$ cat src/rtl/r_triadic_issue_if.sv
// r_triadic_issue_if: command, byte-lane and result handshake bundle for the triadic load port
interface r_triadic_issue_if;
  logic        cmd_valid;
  logic        cmd_ready;
  logic [4:0]  rs1;
  logic [4:0]  rs2;
  logic [4:0]  rd;
  logic [5:0]  func;
  logic [7:0]  byte_out;
  logic [3:0]  p_strobe;
  logic        half_sel;
  logic [15:0] half_in;
  logic        res_valid;
  logic        res_ready;
  logic [31:0] res_data;
  logic        busy;
  modport master (
    output cmd_valid, rs1, rs2, rd, func, half_in, res_ready,
    input  cmd_ready, byte_out, p_strobe, half_sel, res_valid, res_data, busy
  );
  modport slave (
    input  cmd_valid, rs1, rs2, rd, func, half_in, res_ready,
    output cmd_ready, byte_out, p_strobe, half_sel, res_valid, res_data, busy
  );
endinterface

$ cat src/rtl/r_triadic_issue.sv
// r_triadic_issue: packs R-type fields, streams them as byte beats and reads the ALU result back in halves
module r_triadic_issue #(
  parameter int SETTLE_CYCLES = 2
) (
  input logic clk,
  input logic rst_n,
  r_triadic_issue_if.slave bus
);
  localparam logic [3:0] IDLE   = 4'd0;
  localparam logic [3:0] B0     = 4'd1;
  localparam logic [3:0] B1     = 4'd2;
  localparam logic [3:0] B2     = 4'd3;
  localparam logic [3:0] B3     = 4'd4;
  localparam logic [3:0] SETTLE = 4'd5;
  localparam logic [3:0] RD_LO  = 4'd6;
  localparam logic [3:0] RD_HI  = 4'd7;
  localparam logic [3:0] DONE   = 4'd8;
  logic [3:0]  state, nxt, cnt;
  logic [31:0] word, nword;
  logic        accept, beat;
  logic [1:0]  k;
  assign accept = bus.cmd_valid & bus.cmd_ready;
  assign nword  = accept ? {6'b0, bus.rs1, bus.rs2, bus.rd, 5'b0, bus.func} : word;
  // outputs are registered from the next state so they hold for the whole state cycle
  assign beat   = nxt >= B0 && nxt <= B3;
  assign k      = 2'(nxt - B0);
  always_comb begin
    nxt = IDLE;
    case (state)
      IDLE:    nxt = accept ? B0 : IDLE;
      B0:      nxt = B1;
      B1:      nxt = B2;
      B2:      nxt = B3;
      B3:      nxt = SETTLE_CYCLES == 0 ? RD_LO : SETTLE;
      SETTLE:  nxt = cnt == 4'd1 ? RD_LO : SETTLE;
      RD_LO:   nxt = RD_HI;
      RD_HI:   nxt = DONE;
      DONE:    nxt = bus.res_ready ? IDLE : DONE;
      default: nxt = IDLE;
    endcase
  end
  always_ff @(posedge clk) begin
    if (!rst_n) begin
      state         <= IDLE;
      word          <= '0;
      cnt           <= '0;
      bus.byte_out  <= '0;
      bus.p_strobe  <= '0;
      bus.half_sel  <= 1'b1;
      bus.res_valid <= 1'b0;
      bus.res_data  <= '0;
      bus.busy      <= 1'b0;
      bus.cmd_ready <= 1'b1;
    end else begin
      state         <= nxt;
      word          <= nword;
      cnt           <= state == B3 ? 4'(SETTLE_CYCLES) : state == SETTLE ? cnt - 4'd1 : cnt;
      if (beat) bus.byte_out <= nword[{k, 3'b0} +: 8];
      bus.p_strobe  <= beat ? 4'b1 << k : 4'b0;
      bus.half_sel  <= nxt != RD_HI;
      bus.res_valid <= nxt == DONE;
      bus.busy      <= nxt != IDLE;
      bus.cmd_ready <= nxt == IDLE;
      if (state == RD_LO) bus.res_data[15:0] <= bus.half_in;
      if (state == RD_HI) bus.res_data[31:16] <= bus.half_in;
    end
  end
endmodule

$ cat src/flat_wrapper.sv
// flat-port wrapper written by rule: the top's interface ports become plain ports
module r_triadic_issue_flat 
#(
  parameter int SETTLE_CYCLES = 2
)
  (clk, rst_n, bus_cmd_valid, bus_rs1, bus_rs2, bus_rd, bus_func, bus_half_in, bus_res_ready, bus_cmd_ready, bus_byte_out, bus_p_strobe, bus_half_sel, bus_res_valid, bus_res_data, bus_busy);
  r_triadic_issue_if bus_i ();
  input logic clk;
  input logic rst_n;
  input wire logic [$bits(bus_i.cmd_valid)-1:0] bus_cmd_valid;
  input wire logic [$bits(bus_i.rs1)-1:0] bus_rs1;
  input wire logic [$bits(bus_i.rs2)-1:0] bus_rs2;
  input wire logic [$bits(bus_i.rd)-1:0] bus_rd;
  input wire logic [$bits(bus_i.func)-1:0] bus_func;
  input wire logic [$bits(bus_i.half_in)-1:0] bus_half_in;
  input wire logic [$bits(bus_i.res_ready)-1:0] bus_res_ready;
  output wire logic [$bits(bus_i.cmd_ready)-1:0] bus_cmd_ready;
  output wire logic [$bits(bus_i.byte_out)-1:0] bus_byte_out;
  output wire logic [$bits(bus_i.p_strobe)-1:0] bus_p_strobe;
  output wire logic [$bits(bus_i.half_sel)-1:0] bus_half_sel;
  output wire logic [$bits(bus_i.res_valid)-1:0] bus_res_valid;
  output wire logic [$bits(bus_i.res_data)-1:0] bus_res_data;
  output wire logic [$bits(bus_i.busy)-1:0] bus_busy;
  assign bus_i.cmd_valid = bus_cmd_valid;
  assign bus_i.rs1 = bus_rs1;
  assign bus_i.rs2 = bus_rs2;
  assign bus_i.rd = bus_rd;
  assign bus_i.func = bus_func;
  assign bus_i.half_in = bus_half_in;
  assign bus_i.res_ready = bus_res_ready;
  assign bus_cmd_ready = bus_i.cmd_ready;
  assign bus_byte_out = bus_i.byte_out;
  assign bus_p_strobe = bus_i.p_strobe;
  assign bus_half_sel = bus_i.half_sel;
  assign bus_res_valid = bus_i.res_valid;
  assign bus_res_data = bus_i.res_data;
  assign bus_busy = bus_i.busy;
  r_triadic_issue #(.SETTLE_CYCLES(SETTLE_CYCLES)) u_core (.clk(clk), .rst_n(rst_n), .bus(bus_i));
endmodule
$ cat config.mk
export PLATFORM = sky130hd
export DESIGN_NAME = r_triadic_issue_flat
export DESIGN_NICKNAME = d
export VERILOG_FILES = /design/src/rtl/r_triadic_issue_if.sv /design/src/rtl/r_triadic_issue.sv /design/src/flat_wrapper.sv
export SDC_FILE = /design/constraint.sdc
export NUM_CORES = 1
export LEC_CHECK = 0
export ABC_AREA = 0
export BUFFER_PORTS_ARGS = -buffer_cell sky130_fd_sc_hd__buf_4
export CAP_MARGIN = 30
export CORE_MARGIN = 5
export CORE_UTILIZATION = 53
export CTS_CLUSTER_DIAMETER = 60
export CTS_CLUSTER_SIZE = 14
export DETAILED_ROUTE_END_ITERATION = 8
export PLACE_DENSITY = 0.8
export SYNTH_ARGS = -nofsm -noshare
export SYNTH_HDL_FRONTEND = slang
export SYNTH_SLANG_ARGS = --single-unit
$ cat constraint.sdc
create_clock -name clk -period 4.5 [get_ports clk]
set_clock_uncertainty 0.05 [all_clocks]
set_input_delay 0.225 -clock clk [delete_from_list [all_inputs] [get_ports clk]]
set_output_delay 0.225 -clock clk [all_outputs]
set_load 0.02 [all_outputs]
* After elaboration in Yosys (flattened, before gate mapping)
Index checks and enable logic that the tools add are counted.
W data, S select, Z words.
** Word-level totals
- Output and inout port bits :: 48
- ROM bits :: 0
- RAM bits :: 0
- Input bits :: 41
- Bits in latches :: 0
- Memories :: 0
- Flip-flop bits (word level) :: 88
** Cells by class
- Magnitude comparators :: 2
- Multipliers :: 0
- Reductions and logical operators :: 7
- Muxes and demuxes :: 7
- Div/mod/pow operators :: 0
- Shift operators :: 2
- Bitwise operators :: 2
- Add/sub/neg operators :: 2
- Eq/ne operators :: 11
** Operators by type and width (number)
- $pmux W4 S9 :: 1
- $mux W32 :: 1
- $shiftx A32 B6 Y8 :: 1
- $eq A4 B3 Y1 const B :: 4
- $eq A4 B1 Y1 const B :: 2
- $eq A4 B2 Y1 const B :: 2
- $eq A4 B4 Y1 const B :: 2
- $logic_not A4 Y1 :: 2
- $mux W2 :: 3
- $ge A4 B1 Y1 const B :: 1
- $le A4 B3 Y1 const B :: 1
- $mux W4 :: 1
- $ne A4 B3 Y1 const B :: 1
- $reduce_bool A4 Y1 :: 1
- $shl A1 B2 Y4 const A :: 1
- $sub A4 B1 Y4 const B :: 1
- $reduce_and A2 Y1 :: 1
- $reduce_bool A2 Y1 :: 1
- $reduce_or A2 Y1 :: 1
- $sub A2 B1 Y2 const B :: 1
- $and A1 B1 Y1 :: 1
- $logic_and A1 B1 Y1 :: 1
- $mux W1 :: 1
- $not A1 Y1 :: 1

* Logic depth before layout (Yosys ltp)
- Depth in word-level cells :: 6
- Depth in mapped cells :: 14
- Depth with buffers taken out :: 11

* Least setup slack after synthesis
No wires, ideal clock.
- Path kind :: register to register
- Start point :: register u_core.cnt[0]
- End point :: register u_core.bus.byte_out[1]
- Period minus slack after synthesis :: 3163 ps
- Data arrival time :: 3033 ps
- Setup slack :: 1337 ps
- Cell stages (with the launch flop) :: 12
- Required time :: 4370 ps
- Path buffers :: 2
- Cell sequence :: dfxtp_1 > ha_1 > or3b_1 > buf_2 > a211o_1 > a21oi_1 > inv_1 > ha_1 > inv_1 > clkbuf_1 > mux4_1 > a211oi_2
** Between the ends
- Word-level cells in the longest chain between the ends :: 5
** Ends and longest elaborated chain
- start: declaration :: RTL line r_triadic_issue.sv:18 : logic [3:0] state, nxt, cnt;
- start signal: assignment :: RTL line r_triadic_issue.sv:57 : cnt <= state == B3 ? 4'(SETTLE_CYCLES) : state == SETTLE ? cnt - 4'd1 : cnt;
- $eq A4 B1 Y1 * :: RTL line r_triadic_issue.sv:35 : SETTLE: nxt = cnt == 4'd1 ? RD_LO : SETTLE;
- $mux W2 * :: RTL line r_triadic_issue.sv:35
- $pmux W4 S9 * :: RTL line r_triadic_issue.sv:29 : case (state)
- via u_core.nxt[1] :: RTL line r_triadic_issue.sv:18
- $sub A2 B1 Y2 (tied with other cells) :: RTL line r_triadic_issue.sv:26 : assign k = 2'(nxt - B0);
- $shiftx A32 B6 Y8 or $logic_and A1 B1 Y1 (tied branches) :: RTL line r_triadic_issue.sv:58, r_triadic_issue.sv:25
- end signal: assignment :: RTL line r_triadic_issue.sv:58 : if (beat) bus.byte_out <= nword[{k, 3'b0} +: 8];
- end: declaration :: RTL line r_triadic_issue_if.sv:23 : output cmd_ready, byte_out, p_strobe, half_sel, res_valid, res_data, busy
The timed path passes the listed nets; every way through them passes the cells marked *.
A chain may end at the register's enable or synchronous reset.

* Final worst setup path
Ends and elaborated chain as after synthesis.

==> results.yml <==
status:
  run_status: "completed"
layout:
  areaGrowthSynthToFinish_pct: 24.0
  fraction_of_final_layout_cells_sized_beyond_drive_strength_1_pct: 27.1
  final_util_pct: 66.3
  finalNonFillerCells: 541
  number_of_nets_in_the_finished_design: 503
  antenna_cells: 0
  fillers: 568
flow_run:
  drv_cap: 0
floorplanning:
  core_footprint_sq_um: 6680
  initial_standard_cell_utilization_of_the_core_pct: 53.5
  die_y_microns: 92.1
  number_of_core_rows: 30
  boundaryPins: 89
  die_area_sq_um: 8480
  horizontal_die_dimension_microns: 92.1
clocking:
  tritoncts: "built"
  cts_resized: 0
  cts_hold_buf: 0
  clock_sink_count: 88
  cts-root-to-sink-buffers: 2
  clock_latency_ps: 360
  clock_buffers_created_by_tritoncts: 9
  clkTransAtPathRegs_ps: 100
  root_buffer: "clkbuf_8"
  cts_htree_levels: 3
  post_cts_buffers: 0
synthesis:
  dominantRegCellSynth: "dfxtp_1"
  synthesized_area_per_cell_sq_um: 9.28
  ys_seq_area_share_pct: 49.3
  synth-edff-count: 0
  syn-num-nets: 432
  synth.distinct_cells: 52
  asyncSetResetFlopFracSynth_pct: 0
  synth_cells: 385
  synth_seq_cells: 88
  synth-warning-count: 0
  post_synth_instance_area_sq_um: 3570
worst_setup_path:
  crit_path_end_kind: "flop"
  critical_path_required_ps: 4720
  critical_path.startpoint_type: "flop"
  path_max_fanout: 14
  ff2ff_path_depth: 9
  critical_path_class: "flop to flop"
  worst_ep_arrival_time_ps: 3750
place:
  gp_routability_congestion: 0.847
  dp_cells: 525
  post-dp-hpwl_mm: 5.76
  buffer_ports.inserted: 88
sta:
  hold_violations: 0
  timing.final.max_slew_violations: 0
  grt_setup_unrepaired: "false"
  fin_crit_ps: 3530
  setup_viol: 0
  tightest_slew_ps: 827
  totalNegativeSetupSlack_ps: 0
  clock.fmax_mhz: 283
  max_slew_margin_pct: 44.7
  min_period_over_period_pct: 78.4
drt:
  route.antenna.remaining_nets: 0
  post_drt_wl_per_cell_microns: 15.5
  dr.first_iter.drc_count: 136
  iteration_count_of_the_initial_detailed_routing_pass: 4
  route.detailed.vias_per_inst: 5.57
  routed_wirelength_mm: 8.41
  vias: 3013
  drc: 0
worst_hold_path:
  hold_path.class: "primary input to flop"
  timing.hold.worst_path_depth: 3
power:
  p_total_mw: 2.02
  powerDensity_nw_per_um2: 456
  ir_drop_uv: 317
  total_leakage_power_nw: 1.89
grt:
  first_global_vias: 2939
  groute.usage.overall_pct: 19.8
  initial_antenna_violation_count: 0
  grt_start_max_net_pins: 43
  globalRoute.totalOverflow: 0
  grt_pass1_wl_mm: 13.6
metrics by stage:
step           setup WS, ps  area, sq um  hold slack [ps]
2_1_floorplan          1340         3570              311
3_3_place_gp           1140         4190              392
3_5_place_dp            998         4200              397
4_1_cts                 971         4430             43.0
5_1_grt                 779         4430             42.3
6_report                972         4430             46.4
sequential cells by signal, summed over array words and instances (netlist names):
name                  count
u_core.bus.busy           1
u_core.bus.byte_out       8
u_core.bus.cmd_ready      1
u_core.bus.half_sel       1
u_core.bus.p_strobe       4
u_core.bus.res_data      32
u_core.bus.res_valid      1
u_core.cnt                4
u_core.state              4
u_core.word              32
power by group:
group | leakage (nW) | total (mW) | internal [mW] | switching, mW
combinational | 1.06 | 0.512 | 0.225 | 0.287
clock | 0.116 | 0.621 | 0.320 | 0.301
sequential | 0.715 | 0.887 | 0.841 | 0.0466
cells in the final DEF (no fill, tap or decap), types with 4 or more instances in the layout:
master and instances:
ha_1 6, dfxtp_1 88, buf_4 89, a31oi_1 6
nand3_1 5, and2_1 4, inv_1 7, and3_1 17
a211oi_1 6, a21oi_1 43, nor2_1 23, clkbuf_8 9
a211o_1 8, mux2i_1 11, nand2_1 73, nor3_1 4
mux2_2 4
worst max-delay path: stages (launching register included):
cell and delay, ps:
dfxtp_1 390, ha_1 170, or3b_1 460, a211o_1 320
a21oi_1 220, inv_1 120, ha_1 470, inv_1 390
mux4_1 630, a211oi_2 220
final timing paths:
check,from,endpoint,slack (ps)
worst max register to register,u_core.cnt[0],u_core.bus.byte_out[1],970
worst min register to register,u_core.bus.res_data[1],u_core.bus.res_data[1],410
worst min-delay path,bus_half_in[12],u_core.bus.res_data[28],50
worst max-delay path,u_core.cnt[0],u_core.bus.byte_out[1],970
logic make-up after synthesis:
group                    count (synthesis)  share of synthesized area, %
AND/OR/NAND/NOR                        143                          18.9
adder cells (fa/ha/maj)                  6                          2.10
multiplexers                            18                          6.13
AO/OA/AOI/OAI                           91                          18.3
flip-flops                              88                          49.3
buffers and inverters                   39                          5.22
synthesized netlist by cell type, types with 2 or more instances:
library cell / number / share of area (%)
a211oi_1: 6 / 1.3
a221oi_1: 3 / 0.74
dfxtp_1: 88 / 49
clkbuf_1: 17 / 1.8
buf_1: 2 / 0.21
nor2b_1: 2 / 0.35
buf_6: 3 / 0.95
buf_4: 2 / 0.42
mux2i_1: 11 / 3.1
nand2b_1: 2 / 0.35
a311oi_1: 3 / 0.74
o32ai_1: 3 / 0.74
nor2_1: 23 / 2.4
inv_1: 7 / 0.74
ha_1: 6 / 2.1
mux2_2: 4 / 1.3
a222oi_1: 3 / 0.84
a311oi_2: 3 / 1.3
nor3_1: 4 / 0.56
a21bo_2: 3 / 0.84
nand2_1: 73 / 7.7
buf_2: 6 / 0.84
mux4_1: 2 / 1.5
and2_1: 4 / 0.70
and3_1: 17 / 3.0
a21oi_1: 43 / 6.0
o21a_1: 2 / 0.42
a211oi_2: 2 / 0.70
a31oi_1: 6 / 1.1
nand3_1: 5 / 0.70
a211o_1: 8 / 2.0
a21boi_0: 2 / 0.42
final cells by class:
| class | instances | area, sq um | share of cell area, % |
|---|---|---|---|
| clock buffer | 9 | 124 | 2.80 |
| clock inverter | 7 | 103 | 2.32 |
| inverter | 9 | 36.3 | 0.819 |
| multi-input combinational | 258 | 1620 | 36.7 |
| sequential | 88 | 1760 | 39.8 |
| tap | 80 | 100 | 2.26 |
| timing repair buffer | 90 | 679 | 15.3 |
metal layers:
| layer | vias up | GRT usage [%] | part of all wire [%] |
|---|---|---|---|
| li1 | 1499 | - | - |
| met3 | 16 | 5.33 | 7.0 |
| met5 | - | 0 | 0 |
| met4 | 0 | 10.8 | 1.5 |
| met2 | 101 | 30.8 | 47 |
| met1 | 1397 | 25.0 | 44 |
(Power assumes the default switching activity.)
